===== src/rtl/mem_port_responder_if.sv =====
// Request/response bus between an initiator (master) and the memory port responder (slave).
interface mem_port_responder_if #(
    parameter int WIDTH      = 8,
    parameter int ADDR_WIDTH = 4
);
    logic                  valid_1;
    logic                  write_1;
    logic [ADDR_WIDTH-1:0] addr_1;
    logic [WIDTH-1:0]      wdata_1;
    logic                  ready_1;
    logic [WIDTH-1:0]      rdata_1;

    modport master (
        output valid_1, write_1, addr_1, wdata_1,
        input  ready_1, rdata_1
    );

    modport slave (
        input  valid_1, write_1, addr_1, wdata_1,
        output ready_1, rdata_1
    );
endinterface


===== src/rtl/mem_port_responder.sv =====
// Single-port memory target: captures a request, waits WAIT_CYCLES, then pulses ready_1 for one cycle.
module mem_port_responder #(
    parameter int WIDTH       = 8,
    parameter int ADDR_WIDTH  = 4,
    parameter int WAIT_CYCLES = 1
) (
    input  logic                clk_1,
    input  logic                rstn_1,
    mem_port_responder_if.slave bus,
    output logic [15:0]         wr_count,
    output logic [15:0]         rd_count,
    output logic                proto_err
);
    localparam int         DEPTH     = 2 ** ADDR_WIDTH;
    localparam logic [3:0] WAIT_LOAD = 4'((WAIT_CYCLES > 0) ? WAIT_CYCLES - 1 : 0);

    typedef enum logic [1:0] {
        S_IDLE = 2'd0,
        S_WAIT = 2'd1,
        S_RESP = 2'd2
    } state_t;

    state_t                state_q, state_d;
    logic [3:0]            cnt_q, cnt_d;
    logic                  capture;
    logic                  wr_q;
    logic [ADDR_WIDTH-1:0] addr_q;
    logic [WIDTH-1:0]      wdata_q;
    logic                  req_write;
    logic [ADDR_WIDTH-1:0] req_addr;
    logic [WIDTH-1:0]      req_wdata;
    logic                  enter_resp;
    logic                  leave_resp;
    logic                  mem_we;
    logic                  ready_q, ready_d;
    logic [WIDTH-1:0]      rdata_q, rdata_d;
    logic [15:0]           wr_count_q, wr_count_d;
    logic [15:0]           rd_count_q, rd_count_d;
    logic                  proto_err_q, proto_err_d;
    logic [WIDTH-1:0]      mem_q [DEPTH];

    always_ff @(posedge clk_1 or negedge rstn_1) begin
        if (!rstn_1) begin
            state_q <= S_IDLE;
            cnt_q   <= '0;
        end else begin
            state_q <= state_d;
            cnt_q   <= cnt_d;
        end
    end

    always_comb begin
        state_d = state_q;
        cnt_d   = cnt_q;
        capture = 1'b0;
        case (state_q)
            S_IDLE: begin
                if (bus.valid_1) begin
                    capture = 1'b1;
                    if (WAIT_CYCLES > 0) begin
                        state_d = S_WAIT;
                        cnt_d   = WAIT_LOAD;
                    end else begin
                        state_d = S_RESP;
                    end
                end
            end
            S_WAIT: begin
                if (cnt_q == 4'd0) state_d = S_RESP;
                else               cnt_d   = cnt_q - 4'd1;
            end
            S_RESP:  state_d = S_IDLE;
            default: state_d = S_IDLE;
        endcase
    end

    // With zero wait states the request is applied on its own capture edge, so use the live inputs then.
    always_comb begin
        req_write   = capture ? bus.write_1 : wr_q;
        req_addr    = capture ? bus.addr_1  : addr_q;
        req_wdata   = capture ? bus.wdata_1 : wdata_q;
        enter_resp  = (state_d == S_RESP) && (state_q != S_RESP);
        leave_resp  = (state_q == S_RESP);
        mem_we      = enter_resp && req_write;
        ready_d     = (state_d == S_RESP);
        rdata_d     = rdata_q;
        if (enter_resp && !req_write) rdata_d = mem_q[req_addr];
        wr_count_d  = wr_count_q;
        rd_count_d  = rd_count_q;
        if (leave_resp && wr_q && (wr_count_q != 16'hFFFF))  wr_count_d = wr_count_q + 16'd1;
        if (leave_resp && !wr_q && (rd_count_q != 16'hFFFF)) rd_count_d = rd_count_q + 16'd1;
        proto_err_d = proto_err_q | ((state_q != S_IDLE) && !bus.valid_1);
    end

    always_ff @(posedge clk_1 or negedge rstn_1) begin
        if (!rstn_1) begin
            wr_q        <= 1'b0;
            addr_q      <= '0;
            wdata_q     <= '0;
            ready_q     <= 1'b0;
            rdata_q     <= '0;
            wr_count_q  <= '0;
            rd_count_q  <= '0;
            proto_err_q <= 1'b0;
        end else begin
            if (capture) begin
                wr_q    <= bus.write_1;
                addr_q  <= bus.addr_1;
                wdata_q <= bus.wdata_1;
            end
            ready_q     <= ready_d;
            rdata_q     <= rdata_d;
            wr_count_q  <= wr_count_d;
            rd_count_q  <= rd_count_d;
            proto_err_q <= proto_err_d;
        end
    end

    // Memory must clear on reset, so it is a register array rather than block RAM.
    always_ff @(posedge clk_1 or negedge rstn_1) begin
        if (!rstn_1) begin
            for (int i = 0; i < DEPTH; i++) mem_q[i] <= '0;
        end else if (mem_we) begin
            mem_q[req_addr] <= req_wdata;
        end
    end

    assign bus.ready_1 = ready_q;
    assign bus.rdata_1 = rdata_q;
    assign wr_count    = wr_count_q;
    assign rd_count    = rd_count_q;
    assign proto_err   = proto_err_q;
endmodule


===== src/flat_wrapper.sv =====
// flat-port wrapper written by rule: the top's interface ports become plain ports
module mem_port_responder_flat 
#(
    parameter int WIDTH       = 8,
    parameter int ADDR_WIDTH  = 4,
    parameter int WAIT_CYCLES = 1
)
  (clk_1, rstn_1, wr_count, rd_count, proto_err, bus_valid_1, bus_write_1, bus_addr_1, bus_wdata_1, bus_ready_1, bus_rdata_1);
  mem_port_responder_if #(.WIDTH(WIDTH), .ADDR_WIDTH(ADDR_WIDTH)) bus_i ();
  input  logic clk_1;
  input  logic rstn_1;
  output logic [15:0] wr_count;
  output logic [15:0] rd_count;
  output logic proto_err;
  input wire logic [$bits(bus_i.valid_1)-1:0] bus_valid_1;
  input wire logic [$bits(bus_i.write_1)-1:0] bus_write_1;
  input wire logic [$bits(bus_i.addr_1)-1:0] bus_addr_1;
  input wire logic [$bits(bus_i.wdata_1)-1:0] bus_wdata_1;
  output wire logic [$bits(bus_i.ready_1)-1:0] bus_ready_1;
  output wire logic [$bits(bus_i.rdata_1)-1:0] bus_rdata_1;
  assign bus_i.valid_1 = bus_valid_1;
  assign bus_i.write_1 = bus_write_1;
  assign bus_i.addr_1 = bus_addr_1;
  assign bus_i.wdata_1 = bus_wdata_1;
  assign bus_ready_1 = bus_i.ready_1;
  assign bus_rdata_1 = bus_i.rdata_1;
  mem_port_responder #(.WIDTH(WIDTH), .ADDR_WIDTH(ADDR_WIDTH), .WAIT_CYCLES(WAIT_CYCLES)) u_core (.clk_1(clk_1), .rstn_1(rstn_1), .bus(bus_i), .wr_count(wr_count), .rd_count(rd_count), .proto_err(proto_err));
endmodule

===== config.mk =====
export PLATFORM = sky130hd
export DESIGN_NAME = mem_port_responder_flat
export DESIGN_NICKNAME = d
export VERILOG_FILES = /design/src/rtl/mem_port_responder_if.sv /design/src/rtl/mem_port_responder.sv /design/src/flat_wrapper.sv
export SDC_FILE = /design/constraint.sdc
export NUM_CORES = 1
export LEC_CHECK = 0
export BUFFER_PORTS_ARGS = -buffer_cell sky130_fd_sc_hd__buf_2
export CAP_MARGIN = 40
export CORE_MARGIN = 5
export CORE_UTILIZATION = 60
export CTS_BUF_LIST = sky130_fd_sc_hd__clkbuf_8 sky130_fd_sc_hd__clkbuf_16
export CTS_CLUSTER_DIAMETER = 150
export DETAILED_ROUTE_END_ITERATION = 8
export GPL_TIMING_DRIVEN = 0
export HOLD_SLACK_MARGIN = 0.02
export PLACE_DENSITY_LB_ADDON = 0.25
export SYNTH_ARGS = -nofsm -noshare
export SYNTH_HDL_FRONTEND = slang
export SYNTH_SLANG_ARGS = --single-unit

===== constraint.sdc =====
create_clock -name clk_1 -period 5.7 [get_ports clk_1]
set_clock_uncertainty 0.1 [all_clocks]
set_input_delay 0.57 -clock clk_1 [delete_from_list [all_inputs] [get_ports clk_1]]
set_output_delay 0.57 -clock clk_1 [all_outputs]
set_load 0.01 [all_outputs]

==> impl_metrics.env <==
export IMPL_die_x_um=134
export IMPL_postCtsResizedCells=0
export IMPL_netlist_instances=852
export IMPL_synth_area_per_cell_um2=10.8
export IMPL_max_stage_delay_ps=600
export IMPL_ff2ff_path_depth=9
export IMPL_outcome="completed"
export IMPL_cts_made_buffers=17
export IMPL_place_congestion=0.954
export IMPL_ys_seq_elements=189
export IMPL_p_leak_nw=4.67
export IMPL_cp_max_fo=10
export IMPL_relSlewSlack_pct=38.1
export IMPL_end_kind="flip-flop"
export IMPL_syn_to_final_growth_pct=12.7
export IMPL_hpwl_um=16300
export IMPL_clock_latency_ps=440
export IMPL_worstSetupStartpoint="u_core.state_q[0]$_DFF_PN0_"
export IMPL_r2r_end="u_core.bus.rdata_1[5]$_DFFE_PN0P_"
export IMPL_grt_overflow_total=0
export IMPL_cts_tree="yes"
export IMPL_post_cts_repair_setup_buffers=0
export IMPL_final_common_cell="dfrtp_1"
export IMPL_hp_class="in -> async"
export IMPL_drt_iter0_markers=642
export IMPL_fin_crit_ps=3420
export IMPL_fin_util_pct=68.6
export IMPL_worstMarginPinSlew_ps=929
export IMPL_timing_final_crit_share_pct=60.1
export IMPL_cp_depth=9
export IMPL_worstSetupPathType="reg -> reg"
export IMPL_fill_cells=1125
export IMPL_antenna_cells=0
export IMPL_p_per_area_nw_per_um2=553
export IMPL_grt_antenna_before_repair=0
export IMPL_initial_core_util_pct=60.8
export IMPL_cpLargestDelayFamily="compound AO/OA/AOI/OAI gates"
export IMPL_cp_common_cell="buf_2"
export IMPL_cp_start_kind="flip-flop"
export IMPL_endpoint="u_core.bus.rdata_1[5]$_DFFE_PN0P_"
export IMPL_cap_violations=0
export IMPL_ios=58
export IMPL_ff2ff_setup_slack_ps=2280
export IMPL_io_buffers=57
export IMPL_track_usage_pct=27.0
export IMPL_viasPerCell=6.14
export IMPL_htree_num_levels=4
export IMPL_totalWireLength_um=23200
export IMPL_core_um2=15100
export IMPL_detail_route_wl_per_cell_um=20.5
export IMPL_layout_common_cells="dfrtp_1 (189), nor2_1 (121), a21oi_1 (84)"
export IMPL_cts_hold_buf=0
export IMPL_ff_latch_area_um2=4730
export IMPL_num_nets_final=952
export IMPL_regToRegStartpoint="u_core.state_q[0]$_DFF_PN0_"
export IMPL_rows=45
export IMPL_crit_slowest_cell="a221oi_1"
export IMPL_fin_setup_tns_ps=0
export IMPL_drtPass1Iterations=5
export IMPL_vias=6959
export IMPL_grt_max_degree=97
export IMPL_die_area_um2=17900
export IMPL_ys_flop_type="dfrtp_1"
export IMPL_clockBufferDepth=2
export IMPL_synth_nets=871
export IMPL_ant_nets=0
export IMPL_synth_async_reset_ratio_pct=100
export IMPL_drc_errors=0
export IMPL_setup_violations=0
export IMPL_root_buffer="clkbuf_16"
export IMPL_hold_violations=0
export IMPL_multi_input_area_um2=4020
export IMPL_path_clk_slew_ps=70
export IMPL_drive_gt1_share_pct=21.0
export IMPL_cp_num_buf_inv=4
export IMPL_peakVddDrop_mv=0.312
export IMPL_syn_area_um2=9210
export IMPL_arrival_ps=3590
export IMPL_required_ps=5870
export IMPL_rsz0062_at_grt="no"
export IMPL_cts_sinks=189
export IMPL_ys_types=51
export IMPL_slew_viol_final=0
export IMPL_yosysWarnings=0
export IMPL_critical_path_cell_chain="or3b_1 > buf_2 > buf_6 > a21boi_4 > inv_6 > buf_2 > mux2_2 > a221oi_1 > a41oi_1"
export IMPL_fmax_mhz=292
export IMPL_grt_pass1_wl_um=37400
export IMPL_grt_pass1_vias=6759
export IMPL_chipHeight_um=134
export IMPL_synth_edff_count=0
export IMPL_ys_seq_area_share_pct=51.3
-- metrics by stage --
step | hold slack (ps) | area, um^2 | worst slack [ps] | power, W | cells
after floorplan | 174 | 9210 | 2780 | 0.00377 | 852
after global placement | 367 | 9730 | 930 | 0.00443 | 1097
after detailed placement | 368 | 9810 | 2170 | 0.00453 | 1102
after CTS | 66.4 | 10400 | 2360 | 0.00572 | 1134
after global routing | 91.4 | 10400 | 2180 | 0.00605 | 1134
final | 27.2 | 10400 | 2280 | 0.00575 | 1134
-- power breakdown --
group	internal [W]	total, W	switching [W]
Clock	0.000620	0.00118	0.000559
Combinational	0.000888	0.00238	0.00149
Sequential	0.00185	0.00219	0.000333
Total	0.00336	0.00575	0.00238
-- synthesized netlist by cell type (all sizes together), types with 10 or more instances --
master | number | area share (%)
dfrtp | 189 | 51
a21oi | 96 | 5.7
buf | 33 | 2.6
o211ai | 56 | 4.6
mux2 | 49 | 6.0
o21ai | 25 | 1.4
inv | 40 | 1.7
mux2i | 20 | 2.3
nor4 | 17 | 3.8
xnor2 | 25 | 2.4
nand2 | 47 | 1.9
clkbuf | 20 | 0.81
a31oi | 10 | 0.68
nor2 | 121 | 4.9
-- flip-flops by register name, summed over array words and instances, names as in the netlist --
register	count
u_core.addr_q	4
u_core.bus.rdata_1	8
u_core.bus.ready_1	1
u_core.cnt_q	4
u_core.mem_q	128
u_core.proto_err	1
u_core.rd_count	16
u_core.state_q	2
u_core.wdata_q	8
u_core.wr_count	16
u_core.wr_q	1
-- routing by layer --
metal  share of wire (%)  track usage, %  up-vias
met2                  47            42.6      263
met5                   0               0        -
met1                  44            37.9     3449
li1                    -               -     3199
met4                 2.7            9.89        0
met3                 6.6            4.80       48
-- area by class of cell --
type,instances,area share (%)
repair buffers,62,3.45
plain buffers,53,2.99
well taps,188,2.26
clock inverters,15,1.48
flip-flops and latches,189,45.5
clock buffers,17,4.10
inverters,40,1.52
multi-input cells,570,38.7
-- kinds of logic after synthesis --
group                      share of synthesized area [%]
xor gates and xnor gates                            3.04
muxes                                               10.3
and+or+nand+nor                                     14.7
buffers and inverters                               5.08
DFF                                                 51.3
adders and majority gates                          0.407
AOI/OAI and AO/OA                                   15.2
-- worst min-delay path by stage --
stage,startpoint,endpoint,slack (ps),cells past startpoint
4_1_cts,rstn_1,u_core.rd_count[0]$_DFFE_PN0P_,70,1
3_3_place_gp,u_core.proto_err$_DFF_PN0_,u_core.proto_err$_DFF_PN0_,370,1
2_1_floorplan,rstn_1,u_core.addr_q[0]$_DFF_PN0_,170,0
6_report,rstn_1,u_core.rd_count[0]$_DFFE_PN0P_,30,1
3_5_place_dp,u_core.proto_err$_DFF_PN0_,u_core.proto_err$_DFF_PN0_,370,1
5_1_grt,rstn_1,u_core.rd_count[0]$_DFFE_PN0P_,90,1
No activity file was read; power rests on OpenSTA's default activity.
